===== src/rtl/cpu_types_pkg.sv =====
// Shared CPU types: ALU opcode and data word, plus the arbiter state type used by alu_arbiter.
package cpu_types_pkg;

  typedef logic [31:0] word_t;

  typedef enum logic [3:0] {
    ALU_SLL,
    ALU_SRL,
    ALU_ADD,
    ALU_SUB,
    ALU_AND,
    ALU_OR,
    ALU_XOR,
    ALU_NOR,
    ALU_SLT,
    ALU_SLTU
  } aluop_t;

  // Arbiter ownership state; the lock owner index is held separately.
  typedef enum logic {
    ARB_FREE,
    ARB_LOCKED
  } arb_state_t;

  localparam int unsigned ARB_NREQ_MAX = 4;

endpackage


===== src/rtl/alu_if.sv =====
// Operand/result bundle between the ALU and whoever drives it.
//   port_A, port_B, aluop       : operands and opcode into the ALU
//   output_port, negative,
//   overflow, zero              : combinational result and flags out of the ALU
interface alu_if;
  import cpu_types_pkg::*;

  word_t  port_A;
  word_t  port_B;
  aluop_t aluop;
  word_t  output_port;
  logic   negative;
  logic   overflow;
  logic   zero;

  modport alu (
    input  port_A, port_B, aluop,
    output output_port, negative, overflow, zero
  );

  modport drv (
    output port_A, port_B, aluop,
    input  output_port, negative, overflow, zero
  );

endinterface


===== src/rtl/alu.sv =====
// Single-cycle combinational ALU.
//   aluif (alu modport): operands/opcode in, result and negative/overflow/zero flags out.
// Overflow is only meaningful for ADD/SUB (signed); it reads 0 for every other opcode.
module alu (
  alu_if.alu aluif
);
  import cpu_types_pkg::*;

  word_t a;
  word_t b;
  word_t res;
  logic  ovf;

  assign a = aluif.port_A;
  assign b = aluif.port_B;

  always_comb begin
    res = '0;
    ovf = 1'b0;
    unique case (aluif.aluop)
      ALU_SLL:  res = a << b[4:0];
      ALU_SRL:  res = a >> b[4:0];
      ALU_ADD: begin
        res = a + b;
        ovf = (a[31] == b[31]) && (res[31] != a[31]);
      end
      ALU_SUB: begin
        res = a - b;
        ovf = (a[31] != b[31]) && (res[31] != a[31]);
      end
      ALU_AND:  res = a & b;
      ALU_OR:   res = a | b;
      ALU_XOR:  res = a ^ b;
      ALU_NOR:  res = ~(a | b);
      ALU_SLT:  res = {31'd0, $signed(a) < $signed(b)};
      ALU_SLTU: res = {31'd0, a < b};
      default:  res = '0;
    endcase
  end

  assign aluif.output_port = res;
  assign aluif.negative    = res[31];
  assign aluif.overflow    = ovf;
  assign aluif.zero        = (res == '0);

endmodule


===== src/rtl/rr_picker.sv =====
// Combinational round-robin picker.
//   req_i    : request vector
//   rr_ptr_i : highest-priority index this cycle; priority falls off in increasing index, wrapping
//   gnt_o    : one-hot winner (zero when no request)
//   idx_o    : encoded winner index
//   valid_o  : a winner exists
module rr_picker #(
  parameter int unsigned NREQ = 2,
  parameter int unsigned PtrW = 1
) (
  input  logic [NREQ-1:0] req_i,
  input  logic [PtrW-1:0] rr_ptr_i,
  output logic [NREQ-1:0] gnt_o,
  output logic [PtrW-1:0] idx_o,
  output logic            valid_o
);

  int unsigned     pos;
  logic [NREQ-1:0] sel;

  always_comb begin
    gnt_o   = '0;
    idx_o   = '0;
    valid_o = 1'b0;
    pos     = 0;
    sel     = '0;
    for (int unsigned k = 0; k < NREQ; k++) begin
      pos = (32'(rr_ptr_i) + k) % NREQ;
      sel = NREQ'(1) << pos;
      if (!valid_o && |(req_i & sel)) begin
        valid_o = 1'b1;
        idx_o   = PtrW'(pos);
        gnt_o   = sel;
      end
    end
  end

endmodule


===== src/rtl/alu_arbiter.sv =====
// Round-robin arbiter sharing one combinational ALU among NREQ (2..4) requesters.
//   CLK, nRST          : clock, asynchronous active-low reset
//   req, lock          : per-requester request and keep-ownership request
//   aluop/port_a/port_b: per-requester opcode and operands
//   gnt                : combinational one-hot grant (or zero)
//   rsp_valid          : registered one-cycle pulse to the requester granted last cycle
//   rsp_data/neg/ovf/zero: registered ALU result and flags of the last grant (held otherwise)
//   busy               : registered, high while a lock owner exists
module alu_arbiter
  import cpu_types_pkg::*;
#(
  parameter int unsigned NREQ = 2
) (
  input  logic            CLK,
  input  logic            nRST,
  input  logic [NREQ-1:0] req,
  input  logic [NREQ-1:0] lock,
  input  aluop_t          aluop  [NREQ],
  input  word_t           port_a [NREQ],
  input  word_t           port_b [NREQ],
  output logic [NREQ-1:0] gnt,
  output logic [NREQ-1:0] rsp_valid,
  output word_t           rsp_data,
  output logic            rsp_neg,
  output logic            rsp_ovf,
  output logic            rsp_zero,
  output logic            busy
);

  localparam int unsigned PtrW = (NREQ > 1) ? $clog2(NREQ) : 1;
  typedef logic [PtrW-1:0] ptr_t;

  function automatic ptr_t ptr_inc(ptr_t p);
    return (p == ptr_t'(NREQ - 1)) ? '0 : p + ptr_t'(1);
  endfunction

  arb_state_t      state_q, state_d;
  ptr_t            owner_q, owner_d;
  ptr_t            rr_ptr_q, rr_ptr_d;
  logic            busy_q, busy_d;
  logic [NREQ-1:0] rsp_valid_q, rsp_valid_d;
  word_t           rsp_data_q, rsp_data_d;
  logic            rsp_neg_q, rsp_neg_d;
  logic            rsp_ovf_q, rsp_ovf_d;
  logic            rsp_zero_q, rsp_zero_d;

  logic [NREQ-1:0] pick_gnt;
  ptr_t            pick_idx;
  logic            pick_valid;

  ptr_t            grant_idx;
  logic            grant_valid;

  aluop_t          mux_op;
  word_t           mux_a;
  word_t           mux_b;

  alu_if aluif ();

  alu u_alu (
    .aluif (aluif)
  );

  rr_picker #(
    .NREQ (NREQ),
    .PtrW (PtrW)
  ) u_picker (
    .req_i    (req),
    .rr_ptr_i (rr_ptr_q),
    .gnt_o    (pick_gnt),
    .idx_o    (pick_idx),
    .valid_o  (pick_valid)
  );

  // Arbitration and lock tracking.
  always_comb begin
    state_d     = state_q;
    owner_d     = owner_q;
    rr_ptr_d    = rr_ptr_q;
    gnt         = '0;
    grant_idx   = '0;
    grant_valid = 1'b0;
    unique case (state_q)
      ARB_FREE: begin
        gnt         = pick_gnt;
        grant_idx   = pick_idx;
        grant_valid = pick_valid;
        if (pick_valid) begin
          rr_ptr_d = ptr_inc(pick_idx);
          if (lock[pick_idx]) begin
            state_d = ARB_LOCKED;
            owner_d = pick_idx;
          end
        end
      end
      ARB_LOCKED: begin
        // Only the owner may be served; others wait even if the owner idles this cycle.
        grant_idx   = owner_q;
        grant_valid = req[owner_q];
        gnt         = grant_valid ? (NREQ'(1) << owner_q) : '0;
        if (!lock[owner_q]) begin
          state_d = ARB_FREE;
        end
      end
      default: state_d = ARB_FREE;
    endcase
  end

  // Operand steering; idle ALU sees a harmless SLL 0,0.
  always_comb begin
    mux_op = ALU_SLL;
    mux_a  = '0;
    mux_b  = '0;
    if (grant_valid) begin
      mux_op = aluop[grant_idx];
      mux_a  = port_a[grant_idx];
      mux_b  = port_b[grant_idx];
    end
  end

  assign aluif.aluop  = mux_op;
  assign aluif.port_A = mux_a;
  assign aluif.port_B = mux_b;

  // Response capture: data and flags hold across idle cycles.
  always_comb begin
    rsp_valid_d = grant_valid ? (NREQ'(1) << grant_idx) : '0;
    rsp_data_d  = grant_valid ? aluif.output_port : rsp_data_q;
    rsp_neg_d   = grant_valid ? aluif.negative    : rsp_neg_q;
    rsp_ovf_d   = grant_valid ? aluif.overflow    : rsp_ovf_q;
    rsp_zero_d  = grant_valid ? aluif.zero        : rsp_zero_q;
    busy_d      = (state_d == ARB_LOCKED);
  end

  always_ff @(posedge CLK or negedge nRST) begin
    if (!nRST) begin
      state_q     <= ARB_FREE;
      owner_q     <= '0;
      rr_ptr_q    <= '0;
      busy_q      <= 1'b0;
      rsp_valid_q <= '0;
      rsp_data_q  <= '0;
      rsp_neg_q   <= 1'b0;
      rsp_ovf_q   <= 1'b0;
      rsp_zero_q  <= 1'b0;
    end else begin
      state_q     <= state_d;
      owner_q     <= owner_d;
      rr_ptr_q    <= rr_ptr_d;
      busy_q      <= busy_d;
      rsp_valid_q <= rsp_valid_d;
      rsp_data_q  <= rsp_data_d;
      rsp_neg_q   <= rsp_neg_d;
      rsp_ovf_q   <= rsp_ovf_d;
      rsp_zero_q  <= rsp_zero_d;
    end
  end

  assign rsp_valid = rsp_valid_q;
  assign rsp_data  = rsp_data_q;
  assign rsp_neg   = rsp_neg_q;
  assign rsp_ovf   = rsp_ovf_q;
  assign rsp_zero  = rsp_zero_q;
  assign busy      = busy_q;

endmodule


===== config.mk =====
export PLATFORM = sky130hd
export DESIGN_NAME = alu_arbiter
export DESIGN_NICKNAME = d
export VERILOG_FILES = /design/src/rtl/cpu_types_pkg.sv /design/src/rtl/alu_if.sv /design/src/rtl/alu.sv /design/src/rtl/rr_picker.sv /design/src/rtl/alu_arbiter.sv
export SDC_FILE = /design/constraint.sdc
export NUM_CORES = 1
export LEC_CHECK = 0
export BUFFER_PORTS_ARGS = -buffer_cell sky130_fd_sc_hd__buf_2
export CAP_MARGIN = 30
export CELL_PAD_IN_SITES_DETAIL_PLACEMENT = 1
export CELL_PAD_IN_SITES_GLOBAL_PLACEMENT = 2
export CORE_MARGIN = 2
export CORE_UTILIZATION = 36
export DETAILED_ROUTE_END_ITERATION = 6
export GPL_TIMING_DRIVEN = 1
export HOLD_SLACK_MARGIN = 0.15
export PLACE_DENSITY = 0.95
export RECOVER_POWER = 100
export SLEW_MARGIN = 20
export SYNTH_ARGS = -nofsm -noshare
export SYNTH_HDL_FRONTEND = slang
export SYNTH_SLANG_ARGS = --single-unit

===== constraint.sdc =====
create_clock -name CLK -period 10.1 [get_ports CLK]
set_input_delay 0.505 -clock CLK [delete_from_list [all_inputs] [get_ports CLK]]
set_output_delay 0.505 -clock CLK [all_outputs]
set_load 0.1 [all_outputs]

==> impl_metrics.ini, run 1 <==
[run_status]
status = finished, violations left
violations = capacitance limit, slew limit

[power_and_ir_drop]
power_mw = 5.173
p_leak_nw = 5.631
vdd_ir_drop_max_mv = 0.1638
powerDensity_mw_per_mm2 = 407.7

[final_layout]
areaGrowthSynthToFinish_pct = 11.79
fin_cells = 2143
multi_input_area_mm2 = 0.009428
nFillCells = 4051
post-route-util_pct = 40.53
fin_area_mm2 = 0.01269
final-seq-area_um2 = 975.9
antenna_cells = 0
layout-drive-gt1-share_pct = 14.53
finalNetCount = 1987

[place]
place_congestion = 1.032
placed_cells = 2130
post-dp-hpwl_mm = 54.67
pre_cts_ws_ns = 2.632
dpl_cell_area_mm2 = 0.01258
portBuffers = 181

[clock_network]
htreeDepth = 2
cts_tree = built
postCtsSetupBuffers = 0
clk_pin_slew_ns = 0.07
cts_buffers = 5
clk_path_buf_depth = 2
clk_latency_ns = 0.29
root_buffer = clkbuf_16
cts_sinks = 39
cts_resized = 0

[synthesis]
synth_top_area_cell = ha_1
synth_cell_types = 102
synth_area_per_cell_um2 = 6.994
synth_most_common_cell = nand2_1
synth_cells = 1623
yosys_warnings = 0
yosysSeqAreaShare_pct = 8.598
synth_commonest_cells = nand2_1, nor2_1, a21oi_1
synthArstFlopShare_pct = 100.0
synth_area_mm2 = 0.01135
synth-edff-count = 0
ys_seq_elements = 39
synth.top_cell.area_share_pct = 11.35
syn-num-nets = 1870
synth_area_leaders = ha_1, dfrtp_1, mux2i_1
synth-main-ff-cell = dfrtp_1

[critical_path]
worstPathArrival_ns = 8.72
path_class = reg -> reg
crit_required_ns = 10.33
cp_max_fo = 35
end_kind = flip-flop
crit_path_start = busy
start_kind = flip-flop
timing.rr.start = busy

[route]
drt-vias-per-instance = 6.890
avgRoutedWirePerCell_um = 31.96
via_count = 14770
drt_iter0_drc = 2165
drt_first_pass_iters = 5
ant_nets = 0
drc = 0
finalWirelength_mm = 68.49

[global_route]
gr-total-overflow = 0
grt_pass1_vias = 14440
grt_pass1_wl_mm = 99.03
antenna_found_initial = 1
track_usage_pct = 40.32
grt_max_degree = 51

[timing]
fmax_ghz = 0.1177
timing.final.max_slew_violations = 33
final_hold_viol_count = 0
setup_viol = 0
whs_ns = 0.4733
fin_skew_ns = 0.007366
period_share_pct = 84.14
rsz0062_at_grt = no
tightest_slew_ns = 1.706
tns_ns = 0
min_period_ns = 8.499
setup_ws_ns = 1.601
relSlewSlack_pct = -13.71

[worst_hold_path]
hold_start = rsp_data[6]
hold_class = reg -> reg

[job]
cap_violations = 1

[floorplanning]
boundaryPins = 182
die_w_um = 181.6
dieArea_mm2 = 0.03297
rows = 65
die_y_um = 181.6
start_util_pct = 36.25
fp.coreArea_mm2 = 0.03131
## cell usage in the layout, fill, tap and decap left out, drive strengths merged, types with 17 or more instances in the layout
master and count:
a211oi 24, a21o 29, a21oi 109, a221oi 18, a22o 28, a22oi 42, buf 184, clkbuf 48
dfrtp 39, ha 103, inv 106, mux2i 84, nand2 156, nand3 48, nand4 25, nor2 145
nor3 37, nor4 17, o211ai 41, o21ai 106, o221ai 22, o22ai 55, xnor2 22
## critical path, stage by stage, from the launching register on
cell      delay [ns]
dfrtp_1         0.49
or3b_1          0.31
nand3_1         0.78
inv_1           1.23
buf_4           0.59
a22o_1          0.39
inv_1           0.11
ha_1            0.26
fa_1            0.52
nand2b_1        0.22
nor4_1          0.29
o221ai_1        0.16
o211ai_1        0.34
nor2_1          0.14
o21ai_0         0.28
xnor2_1         0.17
nor2_1          0.06
nor4_1          1.12
nand3_1         0.17
or4_1           0.56
o21ai_1         0.12
## final cells by class
cell class / count / area share [%]
Tap cell: 402 / 3.964
Multi-Input combinational cell: 1358 / 74.29
Clock inverter: 3 / 0.3451
Clock buffer: 5 / 0.9860
Sequential cell: 39 / 7.691
Inverter: 107 / 3.165
Timing Repair Buffer: 229 / 9.554
## path summary, 6_finish.rpt
kind / to / slack, ns / depth (start not counted)
setup / recovery: rsp_zero / 1.60 / 20
hold / removal: rsp_data[6] / 0.47 / 2
min in group asynchronous: rr_ptr_q / 0.66 / 2
max in group asynchronous: rsp_data[25] / 7.50 / 3
hold reg to reg: rsp_data[6] / 0.47 / 2
setup reg to reg: rsp_zero / 1.60 / 20
## state kept, by name, summed over array words and instances (netlist names)
register and count:
rr_ptr_q 1, rsp_data 32, owner_q 1, rsp_zero 1, rsp_ovf 1, busy 1
rsp_valid 2
## per-layer routing
layer  wire [µm]  GRT usage, %  vias up
li1            -             -     6361
met1       30490         58.48     7383
met2       28920         60.55      882
met3        6476         5.616      140
met4        2597         14.24        0
met5           0             0        -
## repair_timing
action	CTS	global route
endpoints found under the hold margin	0	7
hold buffers	0	1
endpoints found under the setup margin	0	0
## power by group
part	total (mW)	switching [mW]	internal, mW	leakage [nW]
sequential	0.286	0.0506	0.236	0.471
clock	0.186	0.0690	0.117	0.0838
combinational	4.70	3.43	1.27	5.08
## logic make-up (layout without fill, tap and decap cells)
| logic type | count (synthesis) | after routing | synth area share (%) |
|---|---|---|---|
| adders and majority gates | 105 | 105 | 11.71 |
| AOI/OAI and AO/OA | 618 | 618 | 39.12 |
| muxes | 92 | 92 | 8.664 |
| and+or+nand+nor | 519 | 519 | 21.78 |
| xor gates and xnor gates | 24 | 24 | 1.852 |
| DFF | 39 | 39 | 8.598 |
| buffers and inverters | 226 | 344 | 8.278 |
No activity file was read; power rests on OpenSTA's default activity.
==> run 2: changes to the inputs <==
- ABC_AREA: not set -> 1
- CORE_UTILIZATION: 36 -> 30
- PLACE_DENSITY: 0.95 -> 0.9
- clock period: 10.1 -> 8.2 ns (I/O delays scaled with it)
==> run 2 against run 1 <==
  * The flow still finishes with violations (capacitance limit, slew limit)
  * Synthesized area rose by 6.9%
  * Synthesized cell count rose by 38%
  * Wire length rose by 0.82%
  * Cell area rose by 6.0%
  * Sequential power rose by 23%
  * First-iteration DRC count fell by 40%
  * Power rose by 38%
  * Global-route usage fell by 7.9 points
  * Die area rose by 28%
  * Clock-buffer cell count did not move
  * Critical path type unchanged
  * Largest power group unchanged
==> impl_metrics.ini, run 2 <==
[timing]
timing.final.max_slew_violations = 66
setup_viol = 0
fmax_ghz = 0.1490
relSlewSlack_pct = -18.27
tns_ns = 0
final_hold_viol_count = 0
period_share_pct = 81.87
min_period_ns = 6.714
fin_skew_ns = 0.005724
tightest_slew_ns = 1.774
rsz0062_at_grt = no

[power_and_ir_drop]
switching_share_pct = 72.01
powerDensity_mw_per_mm2 = 532.5
comb_power_share_pct = 91.9
pwr-share-clk_pct = 3.3
pwr-share-seq_pct = 4.9
power_switching_mw = 5.156
vdd_ir_drop_max_mv = 0.2446
p_leak_nw = 7.331
power_mw = 7.161
intPower_mw = 2.004

[synthesis]
synthArstFlopShare_pct = 100.0
synth.top_cell.area_share_pct = 21.25
ys_seq_elements = 39
synth_area_leaders = nand2_1, nand3_1, ha_1
synth-main-ff-cell = dfrtp_1
yosysSeqAreaShare_pct = 8.043
synth_commonest_cells = nand2_1, nand3_1, inv_1
synth-compound-area-share_pct = 18.04
synth_cells = 2246
synth-simple-area-share_pct = 49.43
syn-num-nets = 2493
synth_top_area_cell = nand2_1
synth-edff-count = 0
synth_cell_types = 54
yosys.area_share.adder_pct = 10.95
synth_top_family_by_area = simple AND/OR/NAND/NOR gates
yosys_warnings = 0
synth-xor-area-share_pct = 0.6496
synth_most_common_cell = nand2_1
synth_mux_area_share_pct = 0
synth_area_per_cell_um2 = 5.403
synth_area_mm2 = 0.01213

[place]
place_congestion = 1.012
portBuffers = 181
placed_cells = 2865
dpl_cell_area_mm2 = 0.01329
post-dp-hpwl_mm = 57.11

[global_route]
grt_pass1_wl_mm = 101.7
antenna_found_initial = 2
grt_max_degree = 67
track_usage_pct = 32.40
grt_pass1_vias = 16180
gr-total-overflow = 0

[floorplanning]
boundaryPins = 182
start_util_pct = 30.47
dieArea_mm2 = 0.04207
die_y_um = 205.1
fp.coreArea_mm2 = 0.03982
die_w_um = 205.1
rows = 73

[clock_network]
cts_sinks = 39
clk_path_buf_depth = 2
cts_tree = built
clk_pin_slew_ns = 0.06
clk_latency_ns = 0.29
root_buffer = clkbuf_16
cts_buffers = 5
postCtsSetupBuffers = 0
htreeDepth = 2

[final_layout]
finalNetCount = 2598
final_cell_mix = nand2_1, nand3_1, inv_1
areaGrowthSynthToFinish_pct = 10.82
post-route-util_pct = 33.77
fin_area_mm2 = 0.01345
largest_reg_flops = 32
final_common_cell = nand2_1
fin_cells = 2880
layout-drive-gt1-share_pct = 11.73

[route]
finalWirelength_mm = 69.05
drt_first_pass_iters = 6
drc = 0
ant_nets = 0
drt-vias-per-instance = 5.637
avgRoutedWirePerCell_um = 23.98
via_count = 16240
drt_iter0_drc = 1303

[critical_path]
start_kind = flip-flop
cp_max_fo = 46
reg2reg_depth = 21
path_class = reg -> reg
worstPathArrival_ns = 6.93
worstReg2RegEnd = rsp_zero
reg2reg_slack_ns = 1.49
end_kind = flip-flop
timing.rr.start = busy
crit_required_ns = 8.42

[worst_hold_path]
whs_endpoint = busy
hold_class = in -> reg
hold_depth = 3
hold_start = lock[1]

[job]
cap_violations = 2

[run_status]
violations = capacitance limit, slew limit
status = finished, violations left
## run 2: cell count changes after synthesis, moves of 18 or more
cell      change
nand2_1     +533
nand3_1     +298
inv_1       +138
nor2_1       +85
mux2i_1      -78
o22ai_1      -48
clkbuf_1     -34
o211ai_1     -32
nand2_2      +30
a21oi_2      +25
xnor2_1      -21
a211oi_1     -20
o221ai_1     -18
## run 2: layout make-up
cell class                 instances  area [µm²]
tap                              525       656.9
clock buffer                       5       125.1
fill                            5633       26380
multi-input combinational       1845        9579
antenna                            3       7.507
sequential                        39       975.9
timing repair buffer             206        1102
clock inverter                     3       46.29
inverter                         254       953.4
## run 2: critical path, cell delays in order, from the launching register on
cell      delay [ns]
dfrtp_1         0.44
inv_1           0.18
nand2_4         0.07
nand2_1         0.86
clkbuf_1        0.91
buf_16          0.36
nand2_1         0.11
nand2_1         0.19
nor2_1          0.22
nand2_1         0.71
inv_1           0.81
nand3_1         0.30
nand2_1         0.14
nor2_1          0.17
nand2_1         0.10
nor2_1          0.27
nand2_1         0.09
nor2_1          0.16
nand3_1         0.09
nor2_1          0.17
nand3_1         0.10
o21bai_2        0.11
## run 2: power by group through the flow
stage / combinational (mW) / sequential (mW) / clock (mW)
2_1_floorplan: 3.84 / 0.918 / 0
3_3_place_gp: 6.31 / 0.349 / 0
3_5_place_dp: 6.42 / 0.351 / 0
4_1_cts: 6.44 / 0.350 / 0.234
5_1_grt: 7.07 / 0.362 / 0.241
6_report: 6.58 / 0.351 / 0.233
## run 2: what timing repair did
item,4_1_cts,5_1_grt
hold endpoints to repair,0,7
gates resized for setup,0,0
hold buffers,0,1
## run 2: cells by family (layout without fill, tap and decap cells)
kind of cell             count (synthesis)  in the layout
AO/OA/AOI/OAI                          344            344
other                                    0              3
adder cells (fa/ha/maj)                105            105
AND/OR/NAND/NOR                       1387           1387
XOR/XNOR                                 9              9
buffers and inverters                  362            468
flip-flops                              39             39
## run 2: how the worst max path moves through the flow
stage,startpoint,endpoint,slack [ns],cells past startpoint
5_1_grt,busy,rsp_zero,1.15,28
3_5_place_dp,req[0],rsp_zero,2.45,22
2_1_floorplan,busy,rsp_zero,2.81,26
6_report,busy,rsp_zero,1.49,21
3_3_place_gp,req[0],rsp_zero,2.55,22
4_1_cts,busy,rsp_zero,2.61,26
## run 2: per-layer routing
layer	share of wire [%]	track usage, %	up-vias
li1	-	-	7545
met1	44	43.30	8004
met2	47	55.12	593
met3	6.4	2.975	93
met4	3.1	9.558	0
met5	0	0	-
## run 2: per-stage QoR
| step | hold slack [ns] | setup WS [ns] |
|---|---|---|
| after CTS | 0.2838 | 2.611 |
| after floorplan | 0.1144 | 2.810 |
| after detailed placement | 0.4632 | 2.445 |
| final | 0.4052 | 1.487 |
| after global placement | 0.4654 | 2.547 |
| after global routing | 0.4218 | 1.155 |
